### config.mk
export PLATFORM = sky130hd
export DESIGN_NAME = da_fir_engine
export DESIGN_NICKNAME = d
export VERILOG_FILES = /design/src/rtl/da_fir_pkg.sv /design/src/rtl/da_lut_rom.sv /design/src/rtl/da_fir_engine.sv
export SDC_FILE = /design/constraint.sdc
export NUM_CORES = 1
export LEC_CHECK = 0
export ABC_AREA = 1
export ABC_CLOCK_PERIOD_IN_PS = 6300
export CAP_MARGIN = 10
export CORE_MARGIN = 2
export CORE_UTILIZATION = 60
export DETAILED_ROUTE_END_ITERATION = 16
export DONT_BUFFER_PORTS = 1
export PLACE_DENSITY = 0.77
export SLEW_MARGIN = 10
export SYNTH_ARGS = -nofsm -noshare
export SYNTH_HDL_FRONTEND = slang
export SYNTH_HIERARCHICAL = 1
export SYNTH_SLANG_ARGS = --single-unit
### constraint.sdc
create_clock -name clk -period 6.3 [get_ports clk]
set_input_delay 1.26 -clock clk [delete_from_list [all_inputs] [get_ports clk]]
set_output_delay 1.26 -clock clk [all_outputs]
set_load 0.05 [all_outputs]
### src/rtl/da_fir_pkg.sv
// da_fir_pkg: shared FSM state type and width helpers for the DA FIR engine
package da_fir_pkg;
  typedef enum logic [1:0] {IDLE, SHIFT, DONE} state_e;
  function automatic int out_width(input int ww, input int cw, input int taps);
    return ww + cw + $clog2(taps);
  endfunction
  function automatic int rom_width(input int cw, input int aw);
    return cw + aw;
  endfunction
endpackage

### src/rtl/da_lut_rom.sv
// da_lut_rom: asynchronous-read DA partition ROM; word a is the sum of the coefficients selected by the set bits of a
module da_lut_rom
  import da_fir_pkg::*;
#(
  parameter int COEF_WIDTH = 16,
  parameter int ADDR_WIDTH = 3,
  parameter logic [ADDR_WIDTH*COEF_WIDTH-1:0] COEFS = '0,
  localparam int RW = rom_width(COEF_WIDTH, ADDR_WIDTH)
) (
  input  logic [ADDR_WIDTH-1:0] addr_i,
  output logic signed [RW-1:0]  data_o
);
  typedef logic [(1<<ADDR_WIDTH)-1:0][RW-1:0] table_t;
  function automatic table_t build();
    table_t t;
    logic signed [COEF_WIDTH-1:0] c;
    t = '0;
    for (int a = 0; a < (1 << ADDR_WIDTH); a++)
      for (int i = 0; i < ADDR_WIDTH; i++)
        if (a[i]) begin
          c = COEFS[i*COEF_WIDTH +: COEF_WIDTH];
          t[a] = t[a] + RW'(c);
        end
    return t;
  endfunction
  localparam table_t ROM = build();
  assign data_o = signed'(ROM[addr_i]);
endmodule

### src/rtl/da_fir_engine.sv
// da_fir_engine: bit-serial distributed-arithmetic FIR, one MSB-first pass per sample; tap k coefficient is COEFS[k*COEF_WIDTH +: COEF_WIDTH].
// Define DA_OUT_ROUND_EN for a rounded, saturated WORD_WIDTH result with sat_flag.
module da_fir_engine
  import da_fir_pkg::*;
#(
  parameter int WORD_WIDTH = 16,
  parameter int COEF_WIDTH = 16,
  parameter int PART_ADDR_WIDTH = 3,
  parameter int NUM_PART = 2,
  parameter logic [NUM_PART*PART_ADDR_WIDTH*COEF_WIDTH-1:0] COEFS = '0,
  localparam int TAPS = NUM_PART*PART_ADDR_WIDTH,
  localparam int OUT_WIDTH = out_width(WORD_WIDTH, COEF_WIDTH, TAPS)
) (
  input  logic                         clk,
  input  logic                         rst,
  input  logic                         in_valid,
  output logic                         in_ready,
  input  logic signed [WORD_WIDTH-1:0] x,
  output logic                         out_valid,
  input  logic                         out_ready,
`ifdef DA_OUT_ROUND_EN
  output logic signed [WORD_WIDTH-1:0] y,
  output logic                         sat_flag,
`else
  output logic signed [OUT_WIDTH-1:0]  y,
`endif
  output logic                         busy
);
  localparam int CNTW = $clog2(WORD_WIDTH);
  localparam int RW = rom_width(COEF_WIDTH, PART_ADDR_WIDTH);
  localparam logic [CNTW-1:0] CNT_TOP = CNTW'(WORD_WIDTH-1);
  state_e state_q, state_d;
  logic [TAPS-1:0][WORD_WIDTH-1:0] hist_q, hist_d;
  logic [CNTW-1:0] cnt_q, cnt_d;
  logic signed [OUT_WIDTH-1:0] acc_q, acc_d, p_sum;
  logic signed [RW-1:0] rom_data [NUM_PART];
  logic accept, last;
  // each partition addresses its ROM with bit cnt_q of its own taps
  for (genvar g = 0; g < NUM_PART; g++) begin : g_part
    logic [PART_ADDR_WIDTH-1:0] addr;
    always_comb begin
      addr = '0;
      for (int i = 0; i < PART_ADDR_WIDTH; i++) addr[i] = hist_q[g*PART_ADDR_WIDTH+i][cnt_q];
    end
    da_lut_rom #(
      .COEF_WIDTH(COEF_WIDTH),
      .ADDR_WIDTH(PART_ADDR_WIDTH),
      .COEFS(COEFS[g*PART_ADDR_WIDTH*COEF_WIDTH +: PART_ADDR_WIDTH*COEF_WIDTH])
    ) u_rom (
      .addr_i(addr),
      .data_o(rom_data[g])
    );
  end
  always_comb begin
    p_sum = '0;
    for (int i = 0; i < NUM_PART; i++) p_sum = p_sum + OUT_WIDTH'(rom_data[i]);
  end
  assign in_ready  = (state_q == IDLE) | ((state_q == DONE) & out_ready);
  assign accept    = in_valid & in_ready;
  assign last      = (state_q == SHIFT) & (cnt_q == '0);
  assign out_valid = state_q == DONE;
  assign busy      = state_q == SHIFT;
  // the sign bit weighs -2^(W-1), so its partial sum is subtracted
  always_comb begin
    state_d = accept ? SHIFT : (state_q == SHIFT) ? (last ? DONE : SHIFT) :
              (state_q == DONE && !out_ready) ? DONE : IDLE;
    hist_d  = accept ? {hist_q[TAPS-2:0], x} : hist_q;
    cnt_d   = accept ? CNT_TOP : (state_q == SHIFT && !last) ? cnt_q - 1'b1 : cnt_q;
    acc_d   = accept ? '0 : (state_q == SHIFT) ?
              (acc_q <<< 1) + ((cnt_q == CNT_TOP) ? -p_sum : p_sum) : acc_q;
  end
`ifdef DA_OUT_ROUND_EN
  localparam logic signed [OUT_WIDTH-1:0] Y_MAX = (OUT_WIDTH'(1) <<< (WORD_WIDTH-1)) - 1;
  localparam logic signed [OUT_WIDTH-1:0] Y_MIN = -Y_MAX - 1;
  logic signed [OUT_WIDTH-1:0] rnd;
  logic signed [WORD_WIDTH-1:0] y_q, y_d;
  logic sat_q, sat_d;
  always_comb begin
    rnd   = (acc_d + (OUT_WIDTH'(1) <<< (COEF_WIDTH-2))) >>> (COEF_WIDTH-1);
    sat_d = (rnd > Y_MAX) | (rnd < Y_MIN);
    y_d   = (rnd > Y_MAX) ? Y_MAX[WORD_WIDTH-1:0] :
            (rnd < Y_MIN) ? Y_MIN[WORD_WIDTH-1:0] : rnd[WORD_WIDTH-1:0];
  end
  always_ff @(posedge clk) begin
    if (rst) sat_q <= 1'b0;
    else if (last) sat_q <= sat_d;
  end
  assign sat_flag = sat_q & (state_q == DONE);
`else
  logic signed [OUT_WIDTH-1:0] y_q, y_d;
  assign y_d = acc_d;
`endif
  always_ff @(posedge clk) begin
    if (rst) begin
      state_q <= IDLE;
      hist_q  <= '0;
      cnt_q   <= '0;
      acc_q   <= '0;
      y_q     <= '0;
    end else begin
      state_q <= state_d;
      hist_q  <= hist_d;
      cnt_q   <= cnt_d;
      acc_q   <= acc_d;
      y_q     <= last ? y_d : y_q;
    end
  end
  assign y = y_q;
endmodule
==> out/results.md <==
CTS
- Bufs on Longest Clock Path: 2
- TritonCTS buffer count: 9
- cell at the root of the clock tree: sky130_fd_sc_hd__clkbuf_16
- Num Clock Sinks: 76
- clock latency reported for the late side of the worst-skew pair: 0.34 ns
- hold buffer count at cts: 0
- H-tree level count: 3
- CTS tree: done
- post-CTS setup buffers: 0
- quantity of gates resized following cts: 0
- clock transition time at the flip-flop clock pins of the worst setup and hold paths: 0.06 ns

Routing
- violation count after the first detailed-routing iteration: 458
- DRC: 0
- drt wl/cell: 12.8 µm
- vias per cell: 5.39
- total number of vias: 6514
- DRT antenna net count: 0
- DRT Wirelength: 15400 µm
- total iterations of the first detailed-routing run: 5

Global route
- number of antenna violations at the first check in global routing: 0
- total gr overflow: 0
- maximum number of pins on one net before global-route repair: 58
- gr usage total: 25.3%
- vias in the first global route: 5900
- first-pass GRT wire length: 26800 µm

Floorplanning
- Initial Utilization: 61.0%
- floorplan die width: 112 µm
- Rows: 39
- Ports: 58
- die height: 112 µm
- die outline area: 0.0124 mm²
- standard cell core area: 0.0114 mm²

STA
- total of endpoints with negative setup slack in the final report: 0
- setup tns final: 0 ns
- Tightest Pin Transition: 0.925 ns
- unrepaired setup endpoints after global routing: false
- top achievable clock speed: 265 MHz
- final number of hold-violating endpoints: 0
- fin. max-slew vios: 0
- Tmin final: 3.77 ns
- worst max-slew margin expressed relative to the limit: 38.1%
- period utilization: 59.9%
- worst setup skew after layout: 0.00585 ns

Placed design
- Port Buf Inserts: 0
- placed wire-length estimate after detailed placement: 11500 µm
- final weighted congestion in routability-driven placement: 0.959

Final layout
- area added between synthesis and finish: 2.47%
- Layout fillers: 1070
- final net count: 1138
- final cell utilization of the core: 62.6%
- antenna diode count: 0
- proportion of layout cells with a drive suffix above 1: 6.29%

Critical path
- CP peak stage delay: 0.49 ns
- crit-path cells: ha_1 > nand2_1 > clkinv_1 > nand3_2 > nand2_4 > inv_1 > ha_1 > a21oi_1 > o21ai_0 > a21oi_1 > nand3_1 > a21o_1 > a21oi_1 > nor2_1 > o21bai_1 > a21oi_1
- CP most frequent cell: sky130_fd_sc_hd__a21oi_1
- crit path launch type: register
- worst path arrival time: 3.98 ns
- crit-path max FO: 17
- CP endpoint kind: register
- type of the worst setup path: register to register
- Critical Path RT: 6.50 ns
- highest-delay cell along the critical path: sky130_fd_sc_hd__clkinv_1

Power and ir drop
- share of total power in the clock network: 27.9%
- cell area power density: 251 mW/mm²
- switching part of the total: 42.4%
- P_sw: 757 µW
- sequential share of power: 34.0%
- LEAKAGE: 0.00366 µW
- part of the power in combinational logic: 38.2%
- Worst VDD drop: 0.222 mV
- Internal Pwr Total: 1030 µW

Job
- max_cap viols: 0

Synth
- number of warnings issued by yosys: 6
- Post-Synthesis Cell Area: 0.00694 mm²
- Avg Synthesized Cell Area: 6.34 µm²
- gate count after technology mapping: 1094

Status
- run status: finished, final reports clean

Min path
- class of the most critical hold timing path: register to register

worst max-delay path: cells and delay by family, from the launching register on:
kind / cells / cell delay (ns)
AOI/OAI and AO/OA: 7 / 1.29
DFF: 1 / 0.34
buffers and inverters: 2 / 0.58
and+or+nand+nor: 5 / 0.95
adders and majority gates: 2 / 0.46
layout make-up:
class                   count  area [µm²]  share of cell area [%]
multi-input cells         810        4510                    63.4
flip-flops and latches     76        1520                    21.4
inverters                 161         604                    8.50
clock buffers              11         243                    3.41
well taps                 143         179                    2.52
clock inverters             5        36.3                   0.510
repair buffers              3        22.5                   0.317
power groups by stage:
| stage | Clock [µW] | Combinational, µW | Sequential, µW |
|---|---|---|---|
| 2_1_floorplan | 0 | 573 | 608 |
| 3_3_place_gp | 0 | 619 | 616 |
| 3_5_place_dp | 0 | 624 | 616 |
| 4_1_cts | 499 | 630 | 606 |
| 5_1_grt | 518 | 777 | 610 |
| 6_report | 497 | 680 | 606 |
per-stage QoR:
stage	cells	power, µW	setup slack, ns	hold WS, ns	area, µm²
4_1_cts	1209	1730	2.54	0.500	7110
3_5_place_dp	1193	1240	2.63	0.483	6830
3_3_place_gp	1193	1230	2.68	0.472	6830
5_1_grt	1209	1900	2.18	0.519	7110
6_report	1209	1780	2.53	0.499	7110
2_1_floorplan	1130	1180	3.07	0.483	7080
placed cells by master, fill, tap and decap left out, types with 3 or more instances in the layout:
cell / instances
sky130_fd_sc_hd__a21o_1: 8
sky130_fd_sc_hd__nor2_4: 5
sky130_fd_sc_hd__nand3_1: 46
sky130_fd_sc_hd__clkinvlp_4: 3
sky130_fd_sc_hd__o221ai_1: 3
sky130_fd_sc_hd__nand2_1: 224
sky130_fd_sc_hd__a31oi_1: 7
sky130_fd_sc_hd__or2_2: 3
sky130_fd_sc_hd__nand2_2: 10
sky130_fd_sc_hd__clkbuf_16: 9
sky130_fd_sc_hd__dfxtp_1: 76
sky130_fd_sc_hd__nand2_4: 3
sky130_fd_sc_hd__xor2_1: 21
sky130_fd_sc_hd__nor2_2: 7
sky130_fd_sc_hd__o21ai_0: 77
sky130_fd_sc_hd__buf_4: 3
sky130_fd_sc_hd__xnor2_1: 4
sky130_fd_sc_hd__and2_1: 3
sky130_fd_sc_hd__clkinv_1: 4
sky130_fd_sc_hd__inv_1: 155
sky130_fd_sc_hd__nand3b_1: 3
sky130_fd_sc_hd__nor4_1: 4
sky130_fd_sc_hd__nand3_2: 9
sky130_fd_sc_hd__nor2_1: 97
sky130_fd_sc_hd__a21oi_1: 107
sky130_fd_sc_hd__o21ai_2: 3
sky130_fd_sc_hd__conb_1: 38
sky130_fd_sc_hd__o21bai_1: 12
sky130_fd_sc_hd__o211ai_1: 25
sky130_fd_sc_hd__ha_1: 55
sky130_fd_sc_hd__nor3_1: 9
sky130_fd_sc_hd__nand4_1: 10
registers in the layout (all words and copies together) (netlist names):
register  flops
cnt_q         4
y            35
acc_q        35
state_q       2
final timing paths:
| check | start | to | slack (ns) | cells after the start |
|---|---|---|---|---|
| hold / removal | cnt_q[1] | cnt_q[1] | 0.50 | 2 |
| hold reg to reg | cnt_q[1] | cnt_q[1] | 0.50 | 2 |
| setup reg to reg | cnt_q[0] | y[33] | 2.53 | 16 |
| setup / recovery | cnt_q[0] | y[33] | 2.53 | 16 |
layer usage:
layer	vias to the layer above	track usage, %	share of wire (%)
li1	3434	-	-
met1	2908	36.4	51
met2	156	40.2	43
met3	16	4.19	5.6
met4	0	4.94	0.89
met5	-	0	0
No activity file was read; power rests on OpenSTA's default activity.
